<file path="config.mk">
export PLATFORM = sky130hd
export DESIGN_NAME = adder_rr_scheduler
export DESIGN_NICKNAME = d
export VERILOG_FILES = /design/src/rtl/adder_rr_scheduler.sv
export SDC_FILE = /design/constraint.sdc
export NUM_CORES = 1
export LEC_CHECK = 0
export ABC_CLOCK_PERIOD_IN_PS = 3700
export BUFFER_PORTS_ARGS = -buffer_cell sky130_fd_sc_hd__buf_4
export CAP_MARGIN = 30
export CORE_AREA = 8 8 144 146
export CTS_BUF_LIST = sky130_fd_sc_hd__clkbuf_4 sky130_fd_sc_hd__clkbuf_8
export DETAILED_ROUTE_END_ITERATION = 10
export DIE_AREA = 0 0 152 154
export PLACE_DENSITY = 0.55
export SLEW_MARGIN = 0
export SYNTH_ARGS = -nofsm -noshare
export SYNTH_HDL_FRONTEND = slang
export SYNTH_SLANG_ARGS = --single-unit
</file>
<file path="constraint.sdc">
create_clock -name clk -period 3.7 [get_ports clk]
set_clock_uncertainty 0.15 [all_clocks]
set_input_delay 0.74 -clock clk [delete_from_list [all_inputs] [get_ports clk]]
set_output_delay 0.74 -clock clk [all_outputs]
set_load 0.03 [all_outputs]
</file>
<file path="src/rtl/adder_rr_scheduler.sv">
// Round-robin scheduler sharing one external combinational adder among NREQ requesters.
// Each transaction goes IDLE (grant) -> EXEC (adder settles) -> RESP (result held until taken).
module adder_rr_scheduler #(
    parameter int NREQ = 4,
    parameter int W    = 31,
    parameter int IDW  = $clog2(NREQ)
) (
    input  logic                clk,
    input  logic                rst,
    input  logic [NREQ-1:0]     req_valid,
    output logic [NREQ-1:0]     req_ready,
    input  logic [NREQ*W-1:0]   req_x,
    input  logic [NREQ*W-1:0]   req_y,
    output logic [W-1:0]        add_x,
    output logic [W-1:0]        add_y,
    input  logic [W:0]          add_s,
    output logic                rsp_valid,
    input  logic                rsp_ready,
    output logic [IDW-1:0]      rsp_id,
    output logic [W:0]          rsp_sum,
    output logic                busy
);

    typedef enum logic [1:0] {
        ST_IDLE = 2'd0,
        ST_EXEC = 2'd1,
        ST_RESP = 2'd2
    } state_t;

    state_t             state_q, state_d;
    logic [IDW-1:0]     rr_ptr_q, rr_ptr_d;
    logic [IDW-1:0]     id_q, id_d;
    logic [W-1:0]       add_x_q, add_x_d;
    logic [W-1:0]       add_y_q, add_y_d;
    logic [W:0]         rsp_sum_q, rsp_sum_d;
    logic [IDW-1:0]     rsp_id_q, rsp_id_d;
    logic               rsp_valid_q, rsp_valid_d;

    logic [W-1:0]       x_arr [NREQ];
    logic [W-1:0]       y_arr [NREQ];
    logic               grant_found;
    logic [IDW-1:0]     grant_idx;
    logic [IDW-1:0]     next_ptr;

    generate
        for (genvar gi = 0; gi < NREQ; gi++) begin : g_unpack
            assign x_arr[gi] = req_x[gi*W +: W];
            assign y_arr[gi] = req_y[gi*W +: W];
            assign req_ready[gi] = (state_q == ST_IDLE) && grant_found
                                   && (grant_idx == IDW'(gi));
        end
    endgenerate

    // Scan offsets from farthest to nearest so the last hit is the first valid
    // requester at or after rr_ptr.
    always_comb begin
        int             cand;
        logic [IDW-1:0] cand_idx;
        grant_found = 1'b0;
        grant_idx   = '0;
        cand        = 0;
        cand_idx    = '0;
        for (int k = NREQ - 1; k >= 0; k--) begin
            cand = int'(rr_ptr_q) + k;
            if (cand >= NREQ) begin
                cand = cand - NREQ;
            end
            cand_idx = IDW'(cand);
            if (req_valid[cand_idx]) begin
                grant_found = 1'b1;
                grant_idx   = cand_idx;
            end
        end
    end

    assign next_ptr = (int'(grant_idx) == NREQ - 1) ? '0 : grant_idx + 1'b1;

    always_comb begin
        state_d     = state_q;
        rr_ptr_d    = rr_ptr_q;
        id_d        = id_q;
        add_x_d     = add_x_q;
        add_y_d     = add_y_q;
        rsp_sum_d   = rsp_sum_q;
        rsp_id_d    = rsp_id_q;
        rsp_valid_d = rsp_valid_q;
        case (state_q)
            ST_IDLE: begin
                if (grant_found) begin
                    add_x_d  = x_arr[grant_idx];
                    add_y_d  = y_arr[grant_idx];
                    id_d     = grant_idx;
                    rr_ptr_d = next_ptr;
                    state_d  = ST_EXEC;
                end
            end
            ST_EXEC: begin
                rsp_sum_d   = add_s;
                rsp_id_d    = id_q;
                rsp_valid_d = 1'b1;
                state_d     = ST_RESP;
            end
            ST_RESP: begin
                if (rsp_ready) begin
                    rsp_valid_d = 1'b0;
                    state_d     = ST_IDLE;
                end
            end
            default: begin
                state_d = ST_IDLE;
            end
        endcase
    end

    always_ff @(posedge clk) begin
        if (rst) begin
            state_q     <= ST_IDLE;
            rr_ptr_q    <= '0;
            id_q        <= '0;
            add_x_q     <= '0;
            add_y_q     <= '0;
            rsp_sum_q   <= '0;
            rsp_id_q    <= '0;
            rsp_valid_q <= 1'b0;
        end else begin
            state_q     <= state_d;
            rr_ptr_q    <= rr_ptr_d;
            id_q        <= id_d;
            add_x_q     <= add_x_d;
            add_y_q     <= add_y_d;
            rsp_sum_q   <= rsp_sum_d;
            rsp_id_q    <= rsp_id_d;
            rsp_valid_q <= rsp_valid_d;
        end
    end

    assign add_x     = add_x_q;
    assign add_y     = add_y_q;
    assign rsp_sum   = rsp_sum_q;
    assign rsp_id    = rsp_id_q;
    assign rsp_valid = rsp_valid_q;
    assign busy      = (state_q != ST_IDLE);

endmodule

</file>
# [Word level (Yosys, flattened, before mapping)]
# Cells that the tools add are included.
[word_totals] ff_bits=103 inputBits=287 out_inout_bits=102 wordCells=78
[op_classes] addsub=8 magnitude_cmp=9 n_eq_ne=8 muxes=32 bitwise_logic=1 n_reduce_logical=12
[op_table] op="binary-select mux 31 bit (select 2 bit)" n=2
[op_table] op="two-way mux 31 bit" n=4
[op_table] op="two-way mux 2 bit" n=11
[op_table] op="greater-or-equal comparator 3 bit, second input constant" n=4
[op_table] op="< comparator 2 x 3 -> 1 bit, second input constant" n=4
[op_table] op="two-way mux 1 bit" n=9
[op_table] op="binary-select mux 1 bit (select 2 bit)" n=4
[op_table] op="subtractor 2 x 1 -> 2 bit, second input constant" n=4
[op_table] op="adder 2 x 2 -> 3 bit, second input constant" n=2
[op_table] op="== test 2 x 1 -> 1 bit, second input constant" n=3
[op_table] op="== test 2 bit, second input constant" n=3
[op_table] op="case mux 2 bit (3 select lines)" n=1
[op_table] op="AND reduction 2 bit" n=3
[op_table] op="logical AND 1 bit" n=5
[op_table] op="logical NOT 2 bit" n=2
[op_table] op="inequality test 2 bit, second input constant" n=2
[op_table] op="nonzero test 2 bit" n=2
[op_table] op="adder 2 x 1 -> 3 bit, second input constant" n=1
[op_table] op="greater-or-equal comparator 2 x 3 -> 1 bit, second input constant" n=1
[op_table] op="NOT 2 -> 3 bit" n=1
[op_table] op="adder 2 x 1 -> 2 bit, second input constant" n=1
[op_table] op="case mux 1 bit (2 select lines)" n=1

# [Logic depth before layout (Yosys ltp)]
[depth] word_depth=13 ltp_mapped=7 depth_no_buf=5

# [Worst setup path before layout]
# No wires, ideal clock.
[synth_timing] path_type="input port to output port" from="in req_valid[0]" to="out req_ready[0]" t_arrival_ns=2.068 required_time_ns=2.810 setup_slack_ns=0.742 cell_stages=7 n_path_buf=2 path_cell_list="nor2b_1 -> a2111oi_4 -> nor2_4 -> buf_6 -> buf_6 -> nand2_1 -> nor2_1"
[synth_via] elab_chain_len=8 elab_cells_between_ends=19 cone_classes="mux (16); reduce/logical (3)"
[synth_lines] element="start, declared" line_no="10" source="input logic [NREQ-1:0] req_valid,"
[synth_lines] element="binary-select mux 1 bit (select 2 bit)" line_no="69" source="if (req_valid[cand_idx]) begin"
[synth_lines] element="two-way mux 1 bit (not written as such)" line_no="69"
[synth_lines] element="two-way mux 2 bit or two-way mux 1 bit (tied branches) (4 in a row)" line_no="69"
[synth_lines] element="logical NOT 2 bit or logical AND 1 bit (tied branches)" line_no="50, 49"
[synth_lines] element="logical AND 1 bit *" line_no="50" source="&& (grant_idx == IDW'(gi));"
[synth_lines] element="end, declared" line_no="11" source="output logic [NREQ-1:0] req_ready,"
# Every way passes the cells marked *; elsewhere a longest branch is shown, timed or not. The select of a mux whose other input is x is not followed.

# [Worst setup path in the final report]
[layout_timing] from="in req_valid[2]" to="out req_ready[1]"
[layout_via] elab_chain_len=8 elab_cells_between_ends=19 cone_classes="eq/ne (1); mux (16); reduce/logical (2)"
[layout_lines] element="binary-select mux 1 bit (select 2 bit)" line_no="69"
[layout_lines] element="two-way mux 1 bit (not written as such)" line_no="69"
[layout_lines] element="two-way mux 2 bit or two-way mux 1 bit (tied branches) (4 in a row)" line_no="69"
[layout_lines] element="== test 2 x 1 -> 1 bit or logical AND 1 bit (tied branches)" line_no="50, 49"
[layout_lines] element="logical AND 1 bit *" line_no="50"
# Marked as above.

==> run_results.csv <==
group,metric,value,unit
timing,rsz0062_at_grt,"false",
outcome,status,"completed",
critical_path,cp.arrival,2.11,ns
critical_path,crit_fanout,4,
critical_path,worstPathRequired,2.81,ns
synth,synthCells,544,
final_layout,fin_nets,1196,
cts,cts_hold_buf,0,
detailed_routing,ant_nets,0,
synth,yosysUniqueCellTypes,34,
synth,synthesis.nets,831,
timing,maxClockFrequency,0.333,GHz
die,die_x,152,um
synth,synth_warnings,0,
timing,setup_viol,0,
critical_path,reg2reg_from,"rr_ptr_q[0]",
critical_path,path_cells,"buf_4 -> and2b_1 -> nor4b_4 -> o21ai_0 -> nor2_1 -> buf_4",
pwr,p_per_area,457,nW/um^2
cts,cts.sinks,103,
critical_path,cpLargestDelayFamily,"simple AND/OR/NAND/NOR gates",
critical_path,cp-end-kind,"output pin",
critical_path,slowest_stage,"nor4b_4",
cts,numCtsBuffers,9,
final_layout,syn2layout_area_growth,65.4,%
synth,synth.area.top_cells,"dfxtp_1, mux2i_1, o221ai_1, nand2_1, a21oi_1",
cts,htree_levels,3,
die,dieArea,23400,um^2
critical_path,cp_num_buf_inv,2,
cts,clk_pin_slew,0.09,ns
placed_design,place_inst,1132,
detailed_routing,drc,0,
global_route,first_global_vias,5688,
timing,hold_viol_final,0,
timing,setup-tns-final,0,ns
placed_design,place_area,8160,um^2
critical_path,critical_path_class,"primary input to output pin",
worst_hold_path,hp-class,"flop to flop",
final_layout,drive_gt1_frac,0.465,
critical_path,startpoint_type,"primary input",
placed_design,gp_routability_congestion,0.857,
final_layout,final_common_cell,"buf_4",
detailed_routing,routed_via_density,4.75,
die,io_pins,389,
global_route,grt_overflow,0,
final_layout,layout.cells.non_filler,1150,
timing,min_period_over_period,0.811,
die,initial_core_util,0.275,
timing,fin_crit,3.00,ns
flow_run,cap_violations,0,
synth,netlist_area,5070,um^2
placed_design,hpwl,18.8,mm
synth,netlist.area_leader.share,0.407,
detailed_routing,vias,5462,
global_route,grt_antenna_before_repair,4,
pwr,vdd_drop_max,0.231,mV
timing,fin_hold_ws,0.309,ns
cts,cts_buffer_depth,2,
cts,post-cts-setup-buffers,0,
critical_path,worstSetupStartpoint,"req_valid[2]",
critical_path,cp_slowest_stage_delay,0.41,ns
synth,synth_top_area_cell,"dfxtp_1",
global_route,grt_pass1_wl,34.5,mm
placed_design,portBuffers,388,
final_layout,final_area,8380,um^2
pwr,leakagePower,4.25,nW
die,rows,50,
detailed_routing,finalWirelength,23.4,mm
detailed_routing,drtIter0Drc,236,
die,fp.dieH,154,um
timing,slew-limit-headroom,0.641,
timing,maxSlewViolCount,0,
detailed_routing,wl_per_cell,20.4,um
cts,clkLatencyLatePin,0.37,ns
synth,syn_area_per_cell,9.32,um^2
worst_hold_path,holdCritStartpoint,"rsp_sum[20]",
cts,tritoncts,"yes",
synth,ys_seq_area_frac,0.407,
global_route,grt_max_degree,71,
global_route,groute.usage.overall,0.190,
cts,root_buffer,"clkbuf_8",
synth,ys_ff_latch,103,
detailed_routing,dr.pass1.iters,4,
die,coreArea,18500,um^2
pwr,power,3.83,mW
timing,tightest_slew,0.539,ns
critical_path,crit_path_frequent_cell,"buf_4",
final_layout,most-common-layout-cells,"buf_4, nand2_1, mux2i_1",
cts,ctsResizeCount,0,
[worst min-delay path: cells and delay by family (launching register included)]
family | cells | cell delay, ns
flip-flops | 1 | 0.32
AND/OR/NAND/NOR | 1 | 0.05
AO/OA/AOI/OAI | 1 | 0.05
[kinds of logic (layout without fill, tap and decap cells)]
group | count (synthesis) | count (layout) | share of synthesized area
and+or+nand+nor | 162 | 162 | 0.135
muxes | 123 | 123 | 0.243
AOI/OAI and AO/OA | 108 | 108 | 0.165
DFF | 103 | 103 | 0.407
buffers and inverters | 47 | 416 | 0.0484
xor gates and xnor gates | 1 | 1 | 0.00173
other | 0 | 3 | 0
[per-layer routing]
layer,vias to the layer above,routed length (um),GRT usage
li1,2714,-,-
met5,-,13,0
met3,30,2040,0.0799
met2,229,12000,0.337
met1,2487,8920,0.200
met4,2,498,0.0643
[state kept, by name, indices dropped and copies added, names as in the netlist]
name,flops
rsp_sum,32
id_q,2
rsp_valid,1
state_q,2
add_x,31
add_y,31
rr_ptr_q,2
rsp_id,2
[cell type report]
cell class	instances	area, um^2
fill	1830	10100
timing repair buffer	398	3030
multi-input combinational	394	2770
sequential	103	2060
tap	234	293
clock buffer	9	124
clock inverter	6	86.3
inverter	3	11.3
antenna	3	7.51
[cell usage after synthesis (all sizes together)]
library cell    n
o21ai           3
clkbuf         19
nand2b          2
and3            1
o32a            1
o221ai         61
o32ai           1
o211ai          1
a2111o          1
a2111oi         1
nor2b           3
a211oi          1
nor2           12
dfxtp         103
mux2i         123
nand3b          1
and2b           1
nor3            1
or3b            2
nand2         137
buf            25
nor4            1
o211a           1
inv             3
a21oi          37
nor4b           1
xnor2           1
[report_power, final]
group,internal (mW),leakage [nW],switching [mW]
registers,1.28,0.848,0.0981
logic,0.738,3.30,0.929
clock network,0.377,0.105,0.409
total,2.40,4.25,1.44
[through the flow]
stage	setup WS (ns)	util
5_1_grt	0.560	0.454
4_1_cts	0.678	0.454
2_1_floorplan	0.742	-
6_report	0.701	0.454
3_5_place_dp	0.694	0.442
3_3_place_gp	0.699	0.442
[final timing paths]
path             endpoint  slack (ns)  cells after the start
min reg2reg   rsp_sum[20]        0.31                      2
min           rsp_sum[20]        0.31                      2
max          req_ready[1]        0.70                      6
max reg2reg     add_y[26]        1.50                      6
Power figures use the tool's default switching activity.
